==> config.mk <==
export PLATFORM = sky130hd
export DESIGN_NAME = pc_fetch_unit
export DESIGN_NICKNAME = d
export VERILOG_FILES = /design/src/rtl/pc_fetch_unit.sv
export SDC_FILE = /design/constraint.sdc
export NUM_CORES = 1
export LEC_CHECK = 0
export ABC_CLOCK_PERIOD_IN_PS = 3350
export CAP_MARGIN = 25
export CORE_ASPECT_RATIO = 1.2
export CORE_UTILIZATION = 43
export CTS_BUF_LIST = sky130_fd_sc_hd__clkbuf_2 sky130_fd_sc_hd__clkbuf_4 sky130_fd_sc_hd__clkbuf_8
export DETAILED_ROUTE_END_ITERATION = 8
export PLACE_DENSITY = 0.87
export SETUP_SLACK_MARGIN = 0.5
export SLEW_MARGIN = 20
export SYNTH_ARGS = -nofsm -noshare
export SYNTH_HDL_FRONTEND = slang
export SYNTH_SLANG_ARGS = --single-unit
==> constraint.sdc <==
create_clock -name clk -period 3.35 [get_ports clk]
set_input_delay 0.5025 -clock clk [delete_from_list [all_inputs] [get_ports clk]]
set_output_delay 0.5025 -clock clk [all_outputs]
set_load 0.02 [all_outputs]
==> src/rtl/pc_fetch_unit.sv <==
`default_nettype none
// ============================================================================
// Module   : pc_fetch_unit
// Purpose  : PC register and instruction-fetch stage feeding the control
//            decoder; computes next PC from decoder selects, flags and rs.
//            Define BRANCH_STATS_EN to add instr_cnt / taken_cnt counters.
// Revision : 1.0
// ============================================================================
module pc_fetch_unit #(
  parameter int              PC_W      = 32,
  parameter logic [PC_W-1:0] RESET_VEC = '0
) (
  input  logic            clk,
  input  logic            rst,
  output logic [PC_W-1:0] imem_addr,
  output logic            imem_req,
  input  logic            imem_ack,
  input  logic [31:0]     imem_rdata,
  output logic [5:0]      opcode,
  output logic [5:0]      function_val,
  output logic [31:0]     instr,
  output logic            instr_valid,
  input  logic            exec_done,
  input  logic [2:0]      br_type,
  input  logic [1:0]      pc_sel,
  input  logic            flag_we,
  input  logic            alu_zero,
  input  logic            alu_carry,
  input  logic            alu_ovf,
  input  logic [PC_W-1:0] rs_val,
  output logic [PC_W-1:0] link_pc,
  output logic [PC_W-1:0] pc
`ifdef BRANCH_STATS_EN
  ,
  output logic [15:0]     taken_cnt,
  output logic [31:0]     instr_cnt
`endif
);

  typedef enum logic [0:0] {
    FETCH = 1'b0,
    EXEC  = 1'b1
  } state_t;

  state_t          state, state_next;
  logic            zf, cf, vf;
  logic            z_eff, c_eff, v_eff;
  logic            is_branch_op, cond_met;
  logic [PC_W-1:0] p4, br_off, next_pc;
  logic            unused_rs_low;

  assign unused_rs_low = &{1'b0, rs_val[1:0]};

  assign imem_addr    = pc;
  assign opcode       = instr[31:26];
  assign function_val = instr[5:0];
  assign p4           = pc + PC_W'(4);
  assign link_pc      = p4;
  assign br_off       = {{(PC_W-18){instr[15]}}, instr[15:0], 2'b00};

  always_ff @(posedge clk) begin
    if (rst) state <= FETCH;
    else     state <= state_next;
  end

  // Request is masked during reset so an abandoned fetch never reaches memory.
  always_comb begin
    state_next = state;
    imem_req   = 1'b0;
    case (state)
      FETCH: begin
        imem_req = !rst;
        if (imem_ack) state_next = EXEC;
      end
      EXEC: begin
        if (exec_done) state_next = FETCH;
      end
      default: state_next = FETCH;
    endcase
  end

  // A flag write in the same cycle as exec_done is seen by the branch.
  assign z_eff = flag_we ? alu_zero  : zf;
  assign c_eff = flag_we ? alu_carry : cf;
  assign v_eff = flag_we ? alu_ovf   : vf;

  always_comb begin
    is_branch_op = 1'b0;
    case (opcode)
      6'b000001, 6'b000100, 6'b000101, 6'b001111, 6'b010000: is_branch_op = 1'b1;
      default: is_branch_op = 1'b0;
    endcase
  end

  always_comb begin
    cond_met = 1'b0;
    if (is_branch_op) begin
      case (br_type)
        3'b000:  cond_met = 1'b1;
        3'b001:  cond_met = z_eff;
        3'b010:  cond_met = !z_eff;
        3'b011:  cond_met = c_eff;
        3'b100:  cond_met = v_eff;
        default: cond_met = 1'b0;
      endcase
    end
  end

  always_comb begin
    next_pc = p4;
    case (pc_sel)
      2'b01:   next_pc = {p4[PC_W-1:28], instr[25:0], 2'b00};
      2'b10:   next_pc = {rs_val[PC_W-1:2], 2'b00};
      2'b00:   if (cond_met) next_pc = p4 + br_off;
      default: next_pc = p4;
    endcase
  end

  always_ff @(posedge clk) begin
    if (rst) begin
      pc          <= RESET_VEC;
      instr       <= '0;
      instr_valid <= 1'b0;
      zf          <= 1'b0;
      cf          <= 1'b0;
      vf          <= 1'b0;
    end else begin
      if (flag_we) begin
        zf <= alu_zero;
        cf <= alu_carry;
        vf <= alu_ovf;
      end
      if (state == FETCH && imem_ack) begin
        instr       <= imem_rdata;
        instr_valid <= 1'b1;
      end
      if (state == EXEC && exec_done) begin
        pc          <= next_pc;
        instr_valid <= 1'b0;
      end
    end
  end

`ifdef BRANCH_STATS_EN
  always_ff @(posedge clk) begin
    if (rst) begin
      instr_cnt <= '0;
      taken_cnt <= '0;
    end else if (state == EXEC && exec_done) begin
      if (instr_cnt != '1) instr_cnt <= instr_cnt + 32'd1;
      if (next_pc != p4 && taken_cnt != '1) taken_cnt <= taken_cnt + 16'd1;
    end
  end
`endif

endmodule
`default_nettype wire

Yosys cells after proc, flatten, opt, wreduce, memory -nomap -nowiden:

Index checks and enable logic that the tools add are counted.

* RAM bits: 0
* logic and storage cells: 41
* latch bits: 0
* memories kept: 0
* bits in registers: 69
* bits in read-only memories: 0
* output and inout bits: 142

* $lt $le $gt $ge: 0
* $add $sub $neg: 2
* multiplexer cells: 12
* reduce and logical (&&, ||, !) cells: 8
* div/mod/pow operators: 0
* bitwise logic cells: 1
* shift operators: 0
* eq/ne operators: 11
* multiply operators: 0

Operator list (count)
* $pmux 32 s3: 1
* $add 32x3->32 const B: 1
* $add 32x32->32: 1
* $mux 32: 1
* $eq 6x3->1 const B: 2
* $mux 1: 8
* $eq 3x2->1 const B: 2
* $eq 6x1->1 const B: 1
* $eq 6x4->1 const B: 1
* $eq 6x5->1 const B: 1
* $pmux 1 s5: 1
* $reduce_or 5->1: 1
* $eq 3x1->1 const B: 1
* $eq 3x3->1 const B: 1
* $logic_not 3->1: 1
* $eq 2x1->1 const B: 1
* $eq 2x2->1 const B: 1
* $logic_and 1x1->1: 2
* $logic_not 1->1: 2
* $logic_not 2->1: 1
* $pmux 1 s2: 1
* $reduce_or 2->1: 1
* $not 1->1: 1

Depth between registers and ports, before layout:

Gate-level depths: netlist of the first run.

* depth in word-level cells: 6
* gate-level depth with buffers: 15
* depth with buffers taken out: 15

Worst setup path before layout of the first run:

No wires, ideal clock.

* path kind: register -> register
* start point: reg pc[2], in the netlist imem_addr[2]
* end point: reg pc[30], in the netlist imem_addr[30]
* setup time: 0.063 ns
* cell stages (with the launch flop): 14
* buffers on the path: 0
* data required time: 3.287 ns
* setup slack: -0.563 ns
* arrival time: 3.851 ns
* cells stage by stage: dfxtp_1 > nand3_2 > nor4_1 > nand4_1 > xnor2_1 > ha_1 > a21o_1 > a21oi_1 > nor2b_1 > a311o_1 > o21ai_0 > a21boi_0 > a211o_1 > nand3_1

* cells in the longest elaborated chain, start to end: 4

Ends and longest elaborated chain
* start, declared: RTL line 32 `output logic [PC_W-1:0] pc`
* start signal, assigned: RTL line 138 `pc <= next_pc;`
* $add 32x3->32: RTL line 57 `assign p4 = pc + PC_W'(4);`
* net link_pc[15]: RTL line 31 `output logic [PC_W-1:0] link_pc,`
* $add 32x32->32: RTL line 114 `2'b00: if (cond_met) next_pc = p4 + br_off;`
* $mux 32: RTL line 114
* $pmux 32 s3: RTL line 111 `case (pc_sel)`

The timed path passes the listed nets, and every way through them passes these cells.
A chain may end at the register's enable or synchronous reset.

Worst setup path in the final report of the first run:

* start point: reg pc[7], in the netlist imem_addr[7]
* end point: reg pc[23], in the netlist imem_addr[23]

* cells in the longest elaborated chain, start to end: 4

Ends and longest elaborated chain (RTL line)
* $add 32x3->32 (*): 57
* $add 32x32->32: 114
* $mux 32: 114
* $pmux 32 s3 (*): 111

Mark *: on every way between the ends. The rest lies on a longest branch, timed or not.

==> summary.txt, run 1 <==
Synth
  • Register area share after synthesis: a little over a fifth
  • Area leader, netlist: dfxtp_1
  • Top FF cell, synth: dfxtp_1
  • Synth cell types: 70
  • Post-synth EDFFs: 0
  • Mapped Cells: roughly 840
  • Synth Cell Area: ~6100 µm²
  • Synth Warn #: 0
  • Post-synth ARST share: 0%
  • Synth top area cells: dfxtp_1 (22%), a21oi_1 (8.4%), ha_1 (7.1%)
  • Avg Inst Size Synth: around 7.4 µm²
  • Synth Register Bits: 67
  • Top-area cell type share of the netlist area: 21.8%

Clocking
  • CTS max path bufs: 2
  • CTS tree: yes
  • Clock Latency Late Sink: about 0.38 ns
  • Clk sinks: 67
  • Root buffer cell: clkbuf_8
  • Number of buffers created by CTS: 9
  • H-tree depth: 3
  • Clock-pin slew on the worst setup and hold paths: 0.09 ns
  • Hold-fix buffers, CTS: 0

Timing
  • Layout Skew: around 0.017 ns
  • Fmax: 0.293 GHz
  • Final min period: about 3.4 ns
  • Final setup viols: 6
  • Worst setup margin: -0.0628 ns
  • Worst slew pin tran: 0.749 ns
  • Hold Fails Final Rpt: 0
  • RSZ-0062 raised after global routing: true
  • Final worst-path cycle share: 102%
  • Max_slew headroom: 50.0%
  • Max Slew Vio Count: 0

Global routing
  • Vias in the first global route: 7,388
  • Initial antenna violation count: 0
  • Largest net degree at the start of global routing: 30
  • All-layer global routing usage: about 32%
  • Global-route wire length before repair: around 38 mm
  • Grt total ovfl: 0

Drt
  • Vias post-DR: 7,860
  • Total Wirelength: 26.5 mm
  • Antenna-violating nets left: 0
  • DR WL met2: 12.9 mm
  • Iteration-0 DRC Markers: about 750
  • WL met3: 2.33 mm
  • Highest metal used: met4
  • DRC Markers: 16
  • Drt pass-1 iters: 7
  • DRT met1 WL: 9.68 mm
  • WL per Instance: between 20 and 25 µm
  • Vias per inst: 6.04

Cells and area
  • Final non-filler cell total: 1,302
  • Multi-input logic area: 5100 µm²
  • Most frequent cells in the layout: clkdlybuf4s50_1 (186), buf_4 (136), nand2_1 (108)
  • Commonest non-fill, non-tap cell in the layout: clkdlybuf4s50_1
  • Cell area after layout: 10,300 µm²
  • Diode count: 0
  • Layout cell share with drive strength beyond 1: between 30% and 40%
  • Area grow syn2layout: 68.2%
  • Fill count: roughly 950
  • Reg area: around 1400 µm²
  • # nets final: between 1,000 and 1,500

Power
  • Switching part of the total: roughly 37%
  • Internal power: 1.74 mW
  • Leakage: 4.39 nW
  • Switching pwr: about 1 mW
  • Clk network pwr share: 27.3%
  • Pwr Density: 265 nW/µm²
  • Seq pwr share: 33.1%
  • Combinational Power Share: 39.6%
  • Maximum VDD drop: 251 µV

Placement
  • I/O Buffers: 210
  • Placer Congestion: 0.967
  • Post-DP HPWL: 17.6 mm
  • Placed Cells: 1,234
  • Placed Area: 9110 µm²
  • Post-Place Setup Slack: -0.0692 ns

Status
  • Status: finished, violations left
  • Violated checks: DRC, setup timing

Min path
  • Hold Path Origin: instr_valid$_SDFFE_PP0P_
  • Worst min path class: reg2reg

Die
  • FP Rows: 47
  • Die Y-Extent: 133 µm
  • Core ar.: around 14,000 µm²
  • Width of the die: 111 µm
  • Starting Density: between 40% and 50%
  • Die area: 14,800 µm²
  • # IOs: around 220

Worst setup path
  • Worst Setup SP: imem_addr[7]$_SDFFE_PP0P_
  • CP max FO: 5
  • Kind of start point of the critical path: register
  • Worst setup path category: reg2reg
  • Worst Setup End Kind: register
  • Crit Reg-Reg Startpoint: imem_addr[7]$_SDFFE_PP0P_
  • Critical Path RT: 3.62 ns
  • CP arrival: 3.68 ns

Flow run
  • Max-cap violations: 0
## layer usage
layer  vias to the layer above  global-route usage (%)
li1                       3531                       -
met1                      3693                    36.8
met2                       499                    56.5
met3                       137                    5.96
met4                         0                    17.2
met5                         -                       0
## cell type report
class | instances | area share (%)
inverter | 31 | 1.13
multi-input combinational | 653 | 49.4
clock buffer | 12 | 1.48
tap | 171 | 2.07
timing repair buffer | 364 | 32.1
clock inverter | 4 | 0.484
sequential | 67 | 13.3
## worst paths after layout
path / to / slack, ns / depth (start not counted)
max reg2reg: imem_addr[23]$_SDFFE_PP0P_ / -0.06 / 16
min reg2reg: instr_valid$_SDFFE_PP0P_ / 0.48 / 1
max: imem_addr[23]$_SDFFE_PP0P_ / -0.06 / 16
min: instr_valid$_SDFFE_PP0P_ / 0.48 / 1
## critical path, stage by stage (launching register included)
cell      delay (ns)
dfxtp_4         0.37
nand4_1         0.24
nor4_4          0.34
buf_6           0.18
nand2_2         0.08
xor2_2          0.20
inv_2           0.08
ha_4            0.21
buf_4           0.15
a21oi_1         0.20
a21oi_1         0.14
a211oi_4        0.31
buf_4           0.18
o221ai_4        0.12
xnor2_2         0.17
a221oi_2        0.25
nor3_1          0.07
## what timing repair did
item | 4_1_cts | 5_1_grt
setup endpoints to repair | 46 | 42
hold endpoints to repair | 0 | 0
cloned | 0 | 0
setup buffers | 28 | 24
pin swaps | 39 | 55
resized for setup | 112 | 110
## cell families (layout without fill, tap and decap cells)
kind of cell | after synthesis | in the layout | synth area share (%)
fa+ha+maj | 36 | 36 | 7.46
xor+xnor | 41 | 41 | 5.97
mux | 25 | 25 | 4.97
simple gates | 290 | 290 | 22.7
other cells | 1 | 6 | 0.0611
flops | 67 | 67 | 21.8
buf+inv | 120 | 411 | 10.4
compound gates | 255 | 255 | 26.6
## synth_stat cells, types with 4 or more instances
cell type	count
a211oi_1	13
nand3_1	22
nand3b_1	5
o21ai_0	45
a221oi_1	10
a31oi_1	4
and3_1	8
dfxtp_1	67
inv_1	31
nor2b_1	11
xnor2_1	21
nand2_1	116
o31ai_1	6
nor2_1	61
or3_1	5
nor3_1	17
a21oi_1	103
nor4_1	4
mux4_2	4
o221ai_1	5
xor2_1	19
nand4_1	10
mux2_2	4
buf_4	48
nand2b_1	7
buf_2	6
and2_1	5
a21o_1	15
mux2i_1	17
ha_1	35
buf_1	4
o211ai_1	6
o21a_1	6
clkbuf_1	31
and4_1	8
## flip-flops by register name (all words and copies together), names as in the netlist
signal / count
state: 1
instr: 32
zf: 1
instr_valid: 1
imem_addr: 30
vf: 1
cf: 1
## power groups by stage
stage          Clock, mW  Combinational, mW  Sequential, mW
2_1_floorplan          0              0.496           0.973
4_1_cts            0.745               1.00           0.903
3_3_place_gp           0              0.953           0.918
5_1_grt            0.784               1.14           0.911
6_report           0.748               1.08           0.906
3_5_place_dp           0              0.972           0.921
## stage by stage
step	TNS (ns)	total power [mW]	hold WS (ns)	utilization [%]
3_3_place_gp	0	1.87	0.456	65.6
6_report	-0.205	2.74	0.484	74.4
2_1_floorplan	0	1.47	0.456	-
3_5_place_dp	-0.127	1.89	0.475	65.6
5_1_grt	-2.09	2.84	0.516	74.4
4_1_cts	0	2.65	0.493	70.2
(Power assumes the default switching activity.)
==> run 2, diff against run 1 <==
--- a/config.mk
+++ b/config.mk
@@ -11,8 +11,10 @@
 export CORE_UTILIZATION = 43
 export CTS_BUF_LIST = sky130_fd_sc_hd__clkbuf_2 sky130_fd_sc_hd__clkbuf_4 sky130_fd_sc_hd__clkbuf_8
 export DETAILED_ROUTE_END_ITERATION = 8
+export GPL_TIMING_DRIVEN = 0
 export PLACE_DENSITY = 0.87
 export SETUP_SLACK_MARGIN = 0.5
+export SKIP_CTS_REPAIR_TIMING = 1
 export SLEW_MARGIN = 20
 export SYNTH_ARGS = -nofsm -noshare
 export SYNTH_HDL_FRONTEND = slang
==> run 2 against run 1 <==
Setup slack worse by 0.027 ns. Sequential power up 3.0%. Final area down 2.7%. The run still ends with DRC, setup timing left. Critical endpoint is now imem_addr[29]$_SDFFE_PP0P_. Non-clock buffer count fell by 16. Register-to-register slack lost 0.03 ns. Die area did not move. Combinational power shrank 4%. Sequential share of layout area grew 0.46 points. Count of clock-buffer cells in the layout decreased by 3. First-iteration DRC count is 8.2% higher.
==> summary.txt, run 2 (same netlist as run 1, synthesis figures left out) <==
Clocking
  • CTS tree: yes
  • H-tree depth: 3 (unchanged)
  • Clock Latency Late Sink: 0.37 ns (about the same)
  • Clk sinks: 67 (unchanged)
  • Clock-pin slew on the worst setup and hold paths: 0.09 ns (about the same)
  • CTS max path bufs: 2 (unchanged)
  • Root buffer cell: clkbuf_8
  • Number of buffers created by CTS: 9 (unchanged)

Cells and area
  • Largest Register: instr
  • Final Core Density: 72.4% (-2.0 points)
  • Largest register FFs: 32 (unchanged)
  • Diode count: 0 (unchanged)
  • Final non-filler cell total: 1,286 (-1.2%)
  • Commonest non-fill, non-tap cell in the layout: clkdlybuf4s50_1
  • Layout cell share with drive strength beyond 1: 26.5% (-4.6 points)
  • Most frequent cells in the layout: clkdlybuf4s50_1 (187), nand2_1 (111), buf_4 (100)
  • # nets final: 1,223 (-1.3%)
  • Area grow syn2layout: 63.7%

Drt
  • Total Wirelength: 26.5 mm (+0.27%)
  • Iteration-0 DRC Markers: 806 (+8.2%)
  • WL per Instance: 20.6 µm (+1.5%)
  • Antenna-violating nets left: 0 (unchanged)
  • Drt pass-1 iters: 7 (unchanged)
  • Vias post-DR: 7,893 (+0.42%)
  • DRC Markers: 16 (unchanged)
  • Vias per inst: 6.14 (+1.7%)

Die
  • Starting Density: 44.2% (unchanged)
  • # IOs: 219 (unchanged)
  • Core ar.: 13,900 µm² (unchanged)
  • FP Rows: 47 (unchanged)
  • Die Y-Extent: 133 µm (unchanged)
  • Die area: 14,800 µm² (unchanged)
  • Width of the die: 111 µm (unchanged)

Flow run
  • Max-cap violations: 0 (unchanged)

Timing
  • Max_slew headroom: 38.9% (-11 points)
  • Final min period: 3.44 ns (+0.0268 ns)
  • Worst setup margin: -0.0897 ns (-0.0268 ns)
  • Hold Fails Final Rpt: 0 (unchanged)
  • Worst slew pin tran: 0.914 ns (+0.165 ns)
  • Max Slew Vio Count: 0 (unchanged)
  • Fmax: 0.291 GHz (-0.78%)
  • Layout Skew: 0.0191 ns (+0.00190 ns)
  • RSZ-0062 raised after global routing: true
  • Final worst-path cycle share: 103% (+0.80 points)
  • Final setup viols: 4 (-2)

Placement
  • Placer Congestion: 0.972 (+0.53%)
  • Post-DP HPWL: 18.5 mm (+5.3%)
  • Post-Place Setup Slack: -0.543 ns (-0.474 ns)
  • Placed Cells: 1,218 (-1.3%)
  • I/O Buffers: 207 (-1.4%)

Global routing
  • All-layer global routing usage: 31.8% (-0.28 points)
  • Global-route wire length before repair: 36.5 mm (-2.7%)
  • Grt total ovfl: 0 (unchanged)
  • Largest net degree at the start of global routing: 24 (-20%)
  • Vias in the first global route: 7,054 (-4.5%)
  • Initial antenna violation count: 0 (unchanged)

Worst setup path
  • CP arrival: 3.71 ns (+0.03 ns)
  • Worst Setup SP: imem_addr[7]$_SDFFE_PP0P_
  • CP max FO: 5 (unchanged)
  • Worst Setup End Kind: register
  • Crit-path cells: buf_6, nand4_1, buf_6, or4_4, nor3_4, nand2_2, xor2_2, inv_2, ha_4, and3_4, nand2_1, a211oi_2, nor3_2, o32a_1, o41ai_2
  • Max incr delay on CP: 0.59 ns (+0.22 ns)
  • Worst setup path category: reg2reg
  • Slowest cell on the critical path: or4_4
  • Most used cell along the critical path: buf_6
  • Kind of start point of the critical path: register
  • Critical Path RT: 3.62 ns (about the same)
  • Crit Reg-Reg Startpoint: imem_addr[7]$_SDFFE_PP0P_

Power
  • Maximum VDD drop: 180 µV (-28%)
  • Pwr Density: 261 nW/µm² (-1.4%)
  • Leakage: 4.29 nW (-2.3%)
  • Power, Total: 2.63 mW (-4.1%)

Min path
  • Worst min path class: reg2reg
  • Hold Path Origin: instr_valid$_SDFFE_PP0P_

Status
  • Violated checks: DRC, setup timing
  • Status: finished, violations left
==> run 2: worst max-delay path, delay by kind of cell (launching register included) <==
family | cells | cell delay [ns]
XOR/XNOR | 1 | 0.21
buffers and inverters | 3 | 0.36
AO/OA/AOI/OAI | 3 | 0.70
flip-flops | 1 | 0.37
AND/OR/NAND/NOR | 7 | 1.40
adder cells (fa/ha/maj) | 1 | 0.30
==> run 2: area by class of cell <==
| cell class | count | area, µm² |
|---|---|---|
| clock buffer | 9 | 124 |
| fill | 1010 | 3830 |
| inverter | 31 | 116 |
| multi-input combinational | 653 | 5100 |
| tap | 171 | 214 |
| sequential | 67 | 1390 |
| timing repair buffer | 259 | 2500 |
| clock inverter | 7 | 51.3 |
| buffer | 89 | 554 |
==> run 2: where the power goes <==
part,switching (mW),internal (mW)
sequential,0.0923,0.841
combinational,0.546,0.498
clock,0.378,0.272
==> run 2: path summary, 6_finish.rpt <==
path | end | slack [ns] | cells after the start
setup reg to reg | imem_addr[29]$_SDFFE_PP0P_ | -0.09 | 15
hold / removal | instr_valid$_SDFFE_PP0P_ | 0.47 | 1
setup / recovery | imem_addr[29]$_SDFFE_PP0P_ | -0.09 | 15
hold reg to reg | instr_valid$_SDFFE_PP0P_ | 0.47 | 1
==> run 2: per-stage QoR <==
step	setup TNS (ns)	instance area (µm²)	hold WS, ns
4_1_cts	-6.07	9020	0.474
3_5_place_dp	-5.64	8840	0.453
2_1_floorplan	0	6560	0.456
6_report	-0.277	10100	0.470
3_3_place_gp	-4.96	8840	0.447
5_1_grt	-1.07	10100	0.498
==> run 2: layer usage <==
metal | GRT usage [%] | part of all wire [%]
met1 | 36.0 | 37
met3 | 6.55 | 9.0
met2 | 55.8 | 49
met5 | 0 | 0
met4 | 17.8 | 5.9
